[config.mk]
export PLATFORM = sky130hd
export DESIGN_NAME = gf8_pow_seq
export DESIGN_NICKNAME = d
export VERILOG_FILES = /design/src/rtl/gf8_pow_seq_pkg.sv /design/src/rtl/gf8_pow_seq_mul.sv /design/src/rtl/gf8_pow_seq.sv
export SDC_FILE = /design/constraint.sdc
export NUM_CORES = 1
export LEC_CHECK = 0
export BUFFER_PORTS_ARGS = -buffer_cell sky130_fd_sc_hd__buf_4
export CORE_ASPECT_RATIO = 0.5
export CORE_MARGIN = 10
export CORE_UTILIZATION = 55
export CTS_CLUSTER_DIAMETER = 100
export DETAILED_ROUTE_END_ITERATION = 12
export GPL_ROUTABILITY_DRIVEN = 0
export PLACE_DENSITY = 0.78
export SETUP_SLACK_MARGIN = 0.5
export SYNTH_ARGS = -nofsm -noshare
export SYNTH_HDL_FRONTEND = slang
export SYNTH_SLANG_ARGS = --single-unit
[constraint.sdc]
create_clock -name clk -period 2.75 [get_ports clk]
set_clock_uncertainty 0.2 [all_clocks]
set_input_delay 0.1375 -clock clk [delete_from_list [all_inputs] [get_ports clk]]
set_output_delay 0.1375 -clock clk [all_outputs]
set_load 0.02 [all_outputs]
[src/rtl/gf8_pow_seq_pkg.sv]
// Shared types and constants for the sequenced GF(2^8) exponentiation unit.
package gf8_pow_seq_pkg;

    typedef enum logic [1:0] {
        IDLE = 2'd0,
        SQR  = 2'd1,
        MUL  = 2'd2,
        DONE = 2'd3
    } gf8_state_t;

    localparam logic [7:0] GF8_POLY_AES = 8'h1B;
    localparam logic [7:0] GF8_ONE      = 8'h01;
    localparam logic [7:0] GF8_EXP_INV  = 8'hFE;

endpackage

[src/rtl/gf8_pow_seq_mul.sv]
// Combinational GF(2^8) multiplier: carry-less shift-and-xor product reduced mod x^8 + POLY.
module gf8_mul #(
    parameter logic [7:0] POLY = 8'h1B
) (
    input  logic [7:0] a,
    input  logic [7:0] b,
    output logic [7:0] p
);

    logic [7:0] a_sh;
    logic [7:0] acc_p;

    // a_sh walks a*x^i (already reduced) while each set bit of b folds it into the product.
    always_comb begin
        a_sh  = a;
        acc_p = 8'h00;
        for (int i = 0; i < 8; i++) begin
            if (b[i]) begin
                acc_p = acc_p ^ a_sh;
            end
            a_sh = {a_sh[6:0], 1'b0} ^ (a_sh[7] ? POLY : 8'h00);
        end
        p = acc_p;
    end

endmodule

[src/rtl/gf8_pow_seq.sv]
// MSB-first square-and-multiply controller time-sharing one GF(2^8) multiplier.
module gf8_pow_seq
    import gf8_pow_seq_pkg::*;
#(
    parameter logic [7:0] POLY = GF8_POLY_AES
) (
    input  logic       clk,
    input  logic       rst,
    input  logic       in_valid,
    output logic       in_ready,
    input  logic [7:0] base,
    input  logic [7:0] exp,
    output logic       out_valid,
    input  logic       out_ready,
    output logic [7:0] result,
    output logic       busy
);

    gf8_state_t state;
    logic [2:0] idx;
    logic [7:0] base_r;
    logic [7:0] exp_r;
    logic [7:0] acc;
    logic [7:0] op_b;
    logic [7:0] prod;

    assign op_b = (state == MUL) ? base_r : acc;

    gf8_mul #(.POLY(POLY)) u_mul (
        .a (acc),
        .b (op_b),
        .p (prod)
    );

    // Every SQR/MUL step writes the product into acc; the last step of bit 0 also publishes it.
    always_ff @(posedge clk) begin
        if (rst) begin
            state     <= IDLE;
            in_ready  <= 1'b1;
            out_valid <= 1'b0;
            busy      <= 1'b0;
            result    <= 8'h00;
            acc       <= GF8_ONE;
            idx       <= 3'd7;
            base_r    <= 8'h00;
            exp_r     <= 8'h00;
        end else begin
            case (state)
                IDLE: begin
                    if (in_valid) begin
                        base_r   <= base;
                        exp_r    <= exp;
                        acc      <= GF8_ONE;
                        idx      <= 3'd7;
                        state    <= SQR;
                        in_ready <= 1'b0;
                        busy     <= 1'b1;
                    end
                end
                SQR: begin
                    acc <= prod;
                    if (exp_r[idx]) begin
                        state <= MUL;
                    end else if (idx == 3'd0) begin
                        state     <= DONE;
                        out_valid <= 1'b1;
                        result    <= prod;
                    end else begin
                        idx <= idx - 3'd1;
                    end
                end
                MUL: begin
                    acc <= prod;
                    if (idx == 3'd0) begin
                        state     <= DONE;
                        out_valid <= 1'b1;
                        result    <= prod;
                    end else begin
                        idx   <= idx - 3'd1;
                        state <= SQR;
                    end
                end
                DONE: begin
                    if (out_ready) begin
                        state     <= IDLE;
                        out_valid <= 1'b0;
                        busy      <= 1'b0;
                        in_ready  <= 1'b1;
                    end
                end
                default: begin
                    state <= IDLE;
                end
            endcase
        end
    end

endmodule

==> results of run 1 <==
report_power, final:
| part | switching (W) | internal, W | total (W) |
|---|---|---|---|
| registers | 0.000102 | 0.000654 | 0.000756 |
| clock network | 0.000257 | 0.000431 | 0.000689 |
| logic | 0.000534 | 0.000432 | 0.000966 |
| total | 0.000894 | 0.00152 | 0.00241 |
area by class of cell:
cell class | instances | area, um^2 | area share
sequential | 40 | 818 | 0.182
clock buffer | 5 | 125 | 0.0278
clock inverter | 3 | 46.3 | 0.0103
tap | 88 | 110 | 0.0245
multi-input combinational | 345 | 2590 | 0.576
timing repair buffer | 87 | 743 | 0.165
inverter | 16 | 65.1 | 0.0144
cell usage after synthesis (3+ instances only):
cell	instances	area (um^2)
nand3_1	6	30.0
a311oi_1	4	35.0
nand3b_1	3	22.5
clkbuf_1	12	45.0
o21ai_0	14	70.1
a2111oi_0	4	35.0
nor2b_1	9	56.3
nor3_1	7	35.0
o21bai_1	3	22.5
nand2b_1	6	37.5
xor2_1	11	96.3
a32o_1	3	30.0
nand2_1	63	236
o21ai_1	4	20.0
a211oi_1	4	30.0
xnor3_1	7	158
mux2i_1	12	120
nor2_1	34	128
dfxtp_1	40	801
inv_1	15	56.3
a21oi_1	37	185
buf_2	13	65.1
ha_1	6	75.1
mux2_2	3	33.8
a22o_1	12	105
xnor2_1	47	412
cell families (layout without fill, tap and decap cells):
group | count (synthesis) | count (layout) | share of synthesized area
flops | 40 | 40 | 0.236
mux | 18 | 18 | 0.0628
compound gates | 108 | 108 | 0.215
xor+xnor | 67 | 67 | 0.206
buf+inv | 46 | 111 | 0.0602
simple gates | 146 | 146 | 0.198
fa+ha+maj | 6 | 6 | 0.0222
critical path: stages, from the launching register on:
cell     delay [ps]
dfxtp_4         380
ha_4            250
buf_6           160
mux2i_4         290
buf_6           160
nor2_2           50
xor2_2          220
xnor2_1         150
xnor3_1         430
a22o_1          190
per-stage QoR:
stage / utilization / area (um^2) / setup slack [ps] / std cells / total power (W)
after floorplan: - / 3430 / 229 / 431 / 0.00133
after global placement: 0.630 / 3800 / 124 / 542 / 0.00150
after detailed placement: 0.630 / 3800 / 110 / 542 / 0.00152
after CTS: 0.721 / 4350 / 208 / 578 / 0.00231
after global routing: 0.747 / 4500 / 54.5 / 584 / 0.00253
final: 0.747 / 4500 / 140 / 584 / 0.00241
state kept, by name, summed over array words and instances (netlist names):
| register | flops |
|---|---|
| acc | 8 |
| base_r | 8 |
| exp_r | 8 |
| result | 8 |
| idx | 3 |
| state | 2 |
| busy | 1 |
| in_ready | 1 |
| out_valid | 1 |
timing repair:
item                                    CTS  global route
hold endpoints to repair                 18             0
cloned                                    0             0
endpoints found under the setup margin   18            19
gates resized for setup                  34            20
hold buffers                             17             0
setup buffers                            11             6
pin swaps                                13            17
routing by layer:
metal | wire, um | GRT usage | up-vias
li1 | - | - | 1622
met1 | 4450 | 0.252 | 1616
met2 | 4980 | 0.336 | 166
met3 | 913 | 0.0542 | 40
met4 | 352 | 0.0673 | 0
met5 | 0 | 0 | -
worst max path at each step:
| stage | startpoint | endpoint | slack (ps) | depth (start not counted) |
|---|---|---|---|---|
| finish | state[1]$_SDFFE_PP0P_ | acc[2]$_SDFFE_PP0P_ | 140 | 9 |
| global route | state[0]$_SDFFE_PP0P_ | acc[2]$_SDFFE_PP0P_ | 50 | 10 |
| CTS | state[0]$_SDFFE_PP0P_ | result[1]$_SDFFE_PP0P_ | 210 | 9 |
| detailed placement | state[0]$_SDFFE_PP0P_ | result[1]$_SDFFE_PP0P_ | 110 | 9 |
| global placement | state[0]$_SDFFE_PP0P_ | acc[2]$_SDFFE_PP0P_ | 120 | 9 |
| floorplan | state[0]$_SDFFE_PP0P_ | result[1]$_SDFFE_PP0P_ | 230 | 10 |
==> flow_summary.json, run 1 <==
{
  "syn_area_um2": 3390,
  "grt_pass1_vias": 3198,
  "fin_crit_sh": 0.949,
  "synth_edf_count": 0,
  "cts_buffer_depth": 2,
  "peakVddDrop_mv": 0.427,
  "rsz0062_at_grt": "true",
  "critPathArrivalTime_ps": 2590,
  "n_antenna_cell": 0,
  "finalSetupViolations": 0,
  "powerDensity_nw_per_um2": 535,
  "synth_fp_nets": 457,
  "grt_pass1_wl_mm": 16.0,
  "crit_fanout": 7,
  "p_leak_nw": 1.69,
  "avgSynthCellArea_um2": 7.86,
  "min-delay-start": "rst",
  "die_area_um2": 9890,
  "totalWireLength_mm": 10.7,
  "ff2ff_path_depth": 9,
  "synth_flop_cell": "dfxtp_1",
  "ios": 31,
  "r2r-start": "state[1]$_SDFFE_PP0P_",
  "drt_first_pass_iters": 5,
  "maxSlewHeadroom": 0.571,
  "core_region_area_um2": 6030,
  "clock.fmax_ghz": 0.383,
  "cts_buffers": 5,
  "r2r_slack_ps": 140,
  "vias": 3444,
  "whs_ps": 39.8,
  "final_common_cell": "nand2_1",
  "holdPathEnd": "busy$_SDFFE_PP0P_",
  "dieWidth_um": 131,
  "finalSetupTns_ps": 0,
  "cts.clk_slew.worst_paths_ps": 60,
  "cp-start-kind": "flop",
  "ys_ff_latch": 40,
  "row_count": 20,
  "mostFrequentLayoutCells": "nand2_1 (63), buf_4 (62), xnor2_1 (39)",
  "numClockSinks": 40,
  "maxCapViolations": 0,
  "slew_violations": 0,
  "synthCells": 431,
  "synth_warnings": 0,
  "antenna_found_initial": 0,
  "ys_types": 64,
  "required_ps": 2730,
  "die_h_um": 75.5,
  "async_flop_share": 0,
  "root_buffer": "clkbuf_16",
  "ys_seq_area_frac": 0.236,
  "worst-setup-path-type": "flop to flop",
  "drive_gt1_frac": 0.266,
  "syn_to_final_growth_pct": 32.9,
  "tightestPinTransition_ps": 641,
  "crit_path_end_kind": "flop",
  "hpwlAfterDp_mm": 6.55,
  "final_antenna_net_count": 0,
  "fillers": 398,
  "whs_path_depth": 2,
  "cts_tree": "built",
  "drt_iter0_drc": 372,
  "drt-vias-per-instance": 5.90,
  "nNetsFinal": 521,
  "r2r-end": "acc[2]$_SDFFE_PP0P_",
  "clock_latency_ps": 290,
  "hold_viol": 0,
  "wl_per_cell_um": 18.3,
  "drc": 0,
  "initial_core_util": 0.562,
  "h-tree-depth": 2,
  "outcome": "complete, no violations",
  "hold_class": "primary input to flop",
  "grt_max_degree": 33,
  "grt_usage": 0.202,
  "io_buffers": 30,
  "overflow": 0,
  "period_minus_slack_ps": 2610
}
Power figures use the tool's default switching activity.
==> run 2: changes to the inputs <==
- ABC_AREA: not set -> 1
==> run 2 against run 1 <==
Net effect: synthesized cell count up 39%; fmax up 12%; largest power group unchanged; critical path depth up 7; critical endpoint is now acc[0]$_SDFFE_PP1P_; highest routed layer unchanged.
==> flow_summary.json, run 2 <==
{
  "outcome": "complete, no violations",
  "synth.most_common_cell": "nand2_1",
  "tightestPinTransition_ps": 657,
  "initial_core_util": 0.566,
  "overflow": 0,
  "dp_cells": 714,
  "syn_area_um2": 3410,
  "slowest_stage": "dfxtp_4",
  "whs_ps": 78.5,
  "totalWireLength_mm": 10.3,
  "grt_pass1_wl_mm": 16.6,
  "hold_class": "primary input to flop",
  "synth_top_area_frac": 0.237,
  "synth.largest_area_cell": "nand2_1",
  "wl_per_cell_um": 13.9,
  "synthTopCellsByArea": "nand2_1 (24%), dfxtp_1 (23%), nand3_1 (8.2%), nor2_1 (8.0%), inv_1 (7.7%)",
  "grt_usage": 0.201,
  "synth_flop_cell": "dfxtp_1",
  "ys_types": 34,
  "syn_to_final_growth_pct": 26.1,
  "root_buffer": "clkbuf_16",
  "drt_iter0_drc": 370,
  "clock.fmax_ghz": 0.431,
  "synthCells": 601,
  "max_stage_delay_ps": 360,
  "cp_top_family": "simple AND/OR/NAND/NOR gates",
  "drc": 0,
  "maxCapViolations": 0,
  "worst-setup-path-type": "flop to flop",
  "dieWidth_um": 131,
  "crit_fanout": 8,
  "core_region_area_um2": 6030,
  "finalSetupTns_ps": 0,
  "cts_tree": "built",
  "mostFrequentLayoutCells": "nand2_1 (196), nor2_1 (70), inv_1 (67)",
  "fin_util": 0.713,
  "avgSynthCellArea_um2": 5.68,
  "fillers": 501,
  "maxSlewHeadroom": 0.562,
  "drt_first_pass_iters": 5,
  "finalSetupViolations": 0,
  "rsz0062_at_grt": "true",
  "ios": 31,
  "hold_viol": 0,
  "synth_warnings": 0,
  "clock_latency_ps": 280,
  "ys_ff_latch": 40,
  "synth_fp_nets": 627,
  "p_leak_nw": 2.16,
  "crit_buf_inv": 4,
  "io_buffers": 30,
  "critPathArrivalTime_ps": 2300,
  "grt_max_degree": 26,
  "cts_buffers": 5,
  "numClockSinks": 40,
  "ys_seq_area_frac": 0.235,
  "slew_violations": 0,
  "fin_crit_sh": 0.844,
  "final_common_cell": "nand2_1",
  "crit_top_cell": "nand2_1",
  "worstPathCellList": "inv_4 -> ha_4 -> buf_8 -> nand2_1 -> nand2_2 -> buf_4 -> nor2_4 -> xnor2_2 -> xor2_1 -> inv_1 -> nand2_2 -> nand3_1 -> nand2_2 -> nand2_1 -> nand2_1 -> nand2_1",
  "nNetsFinal": 681,
  "synth_common_cells": "nand2_1 (215), nor2_1 (73), inv_1 (70)",
  "cts.clk_slew.worst_paths_ps": 50,
  "grt_pass1_vias": 3748,
  "instances_no_fill": 744,
  "cp-start-kind": "flop",
  "row_count": 20,
  "cts_buffer_depth": 2,
  "vias": 3998,
  "crit_path_end_kind": "flop",
  "h-tree-depth": 2,
  "powerDensity_nw_per_um2": 714,
  "drt-vias-per-instance": 5.37,
  "period_minus_slack_ps": 2320,
  "peakVddDrop_mv": 0.659,
  "hpwlAfterDp_mm": 7.28,
  "final_antenna_net_count": 0,
  "async_flop_share": 0,
  "antenna_found_initial": 1,
  "required_ps": 2730,
  "drive_gt1_frac": 0.208,
  "die_h_um": 75.7,
  "synth_edf_count": 0,
  "die_area_um2": 9940
}
## run 2: cell count changes in the layout (fill, tap and decap cells not counted), sizes merged, moves of 7 or more
cell   delta
mux2i    -15
inv      +66
buf      -26
nor2b     -9
xnor2    -39
nor3      -7
nand3    +52
o21ai    +27
a22o     -12
nand2   +165
nor2     +43
a21oi    -17
xnor3     -7
## run 2: layout make-up
type                    instances  area (um^2)  share of cell area
inverters                      82          320              0.0745
well taps                      88          110              0.0256
clock inverters                 1         5.00             0.00116
multi-input cells             465         2390               0.556
flip-flops and latches         40          817               0.190
diodes                          1         2.50            0.000582
clock buffers                   6          129              0.0300
repair buffers                 61          528               0.123
## run 2: path summary, 6_finish.rpt
path,start,endpoint,slack [ps],cells after the start
setup reg to reg,state[0]$_SDFFE_PP0P_,acc[0]$_SDFFE_PP1P_,430,16
hold / removal,in_valid,acc[0]$_SDFFE_PP1P_,80,5
hold reg to reg,exp_r[5]$_SDFFE_PP0P_,exp_r[5]$_SDFFE_PP0P_,280,2
setup / recovery,state[0]$_SDFFE_PP0P_,acc[0]$_SDFFE_PP1P_,430,16
## run 2: kinds of logic (layout without fill, tap and decap cells)
kind of cell,after synthesis,in the layout,synth area share
compound gates,68,68,0.111
xor+xnor,19,19,0.0554
simple gates,372,372,0.457
fa+ha+maj,6,6,0.0220
flops,40,40,0.235
buf+inv,96,150,0.120
other cells,0,1,0
## run 2: layer usage
layer	vias to the layer above	GRT usage	part of all wire
met1	1801	0.233	0.41
met4	0	0.102	0.029
met3	33	0.0342	0.092
met2	185	0.364	0.47
met5	-	0	0
li1	1979	-	-
## run 2: worst register-to-register path: stages (launching register included)
cell     delay, ps
dfxtp_4        360
inv_4           40
ha_4           180
buf_8          140
nand2_1         80
nand2_2         80
buf_4          160
nor2_4         110
xnor2_2        140
xor2_1         240
inv_1           90
nand2_2         80
nand3_1         80
nand2_2         90
nand2_1         50
nand2_1         60
nand2_1         40
## run 2: power breakdown
group	internal (W)	switching (W)
registers	0.000699	0.000100
logic	0.000587	0.00114
clock network	0.000329	0.000214
total	0.00162	0.00146
## run 2: through the flow
stage | total power (W) | area [um^2] | setup WS, ps
CTS | 0.00287 | 4090 | 497
global route | 0.00330 | 4300 | 294
floorplan | 0.00190 | 3410 | 565
global placement | 0.00224 | 3720 | 287
finish | 0.00307 | 4300 | 428
detailed placement | 0.00226 | 3720 | 270
## run 2: what timing repair did
action	in CTS	in global routing
setup endpoints to repair	16	16
buffers inserted	1	4
endpoints found under the hold margin	25	0
pin swaps	5	28
gates resized for setup	12	54
hold buffers	17	0
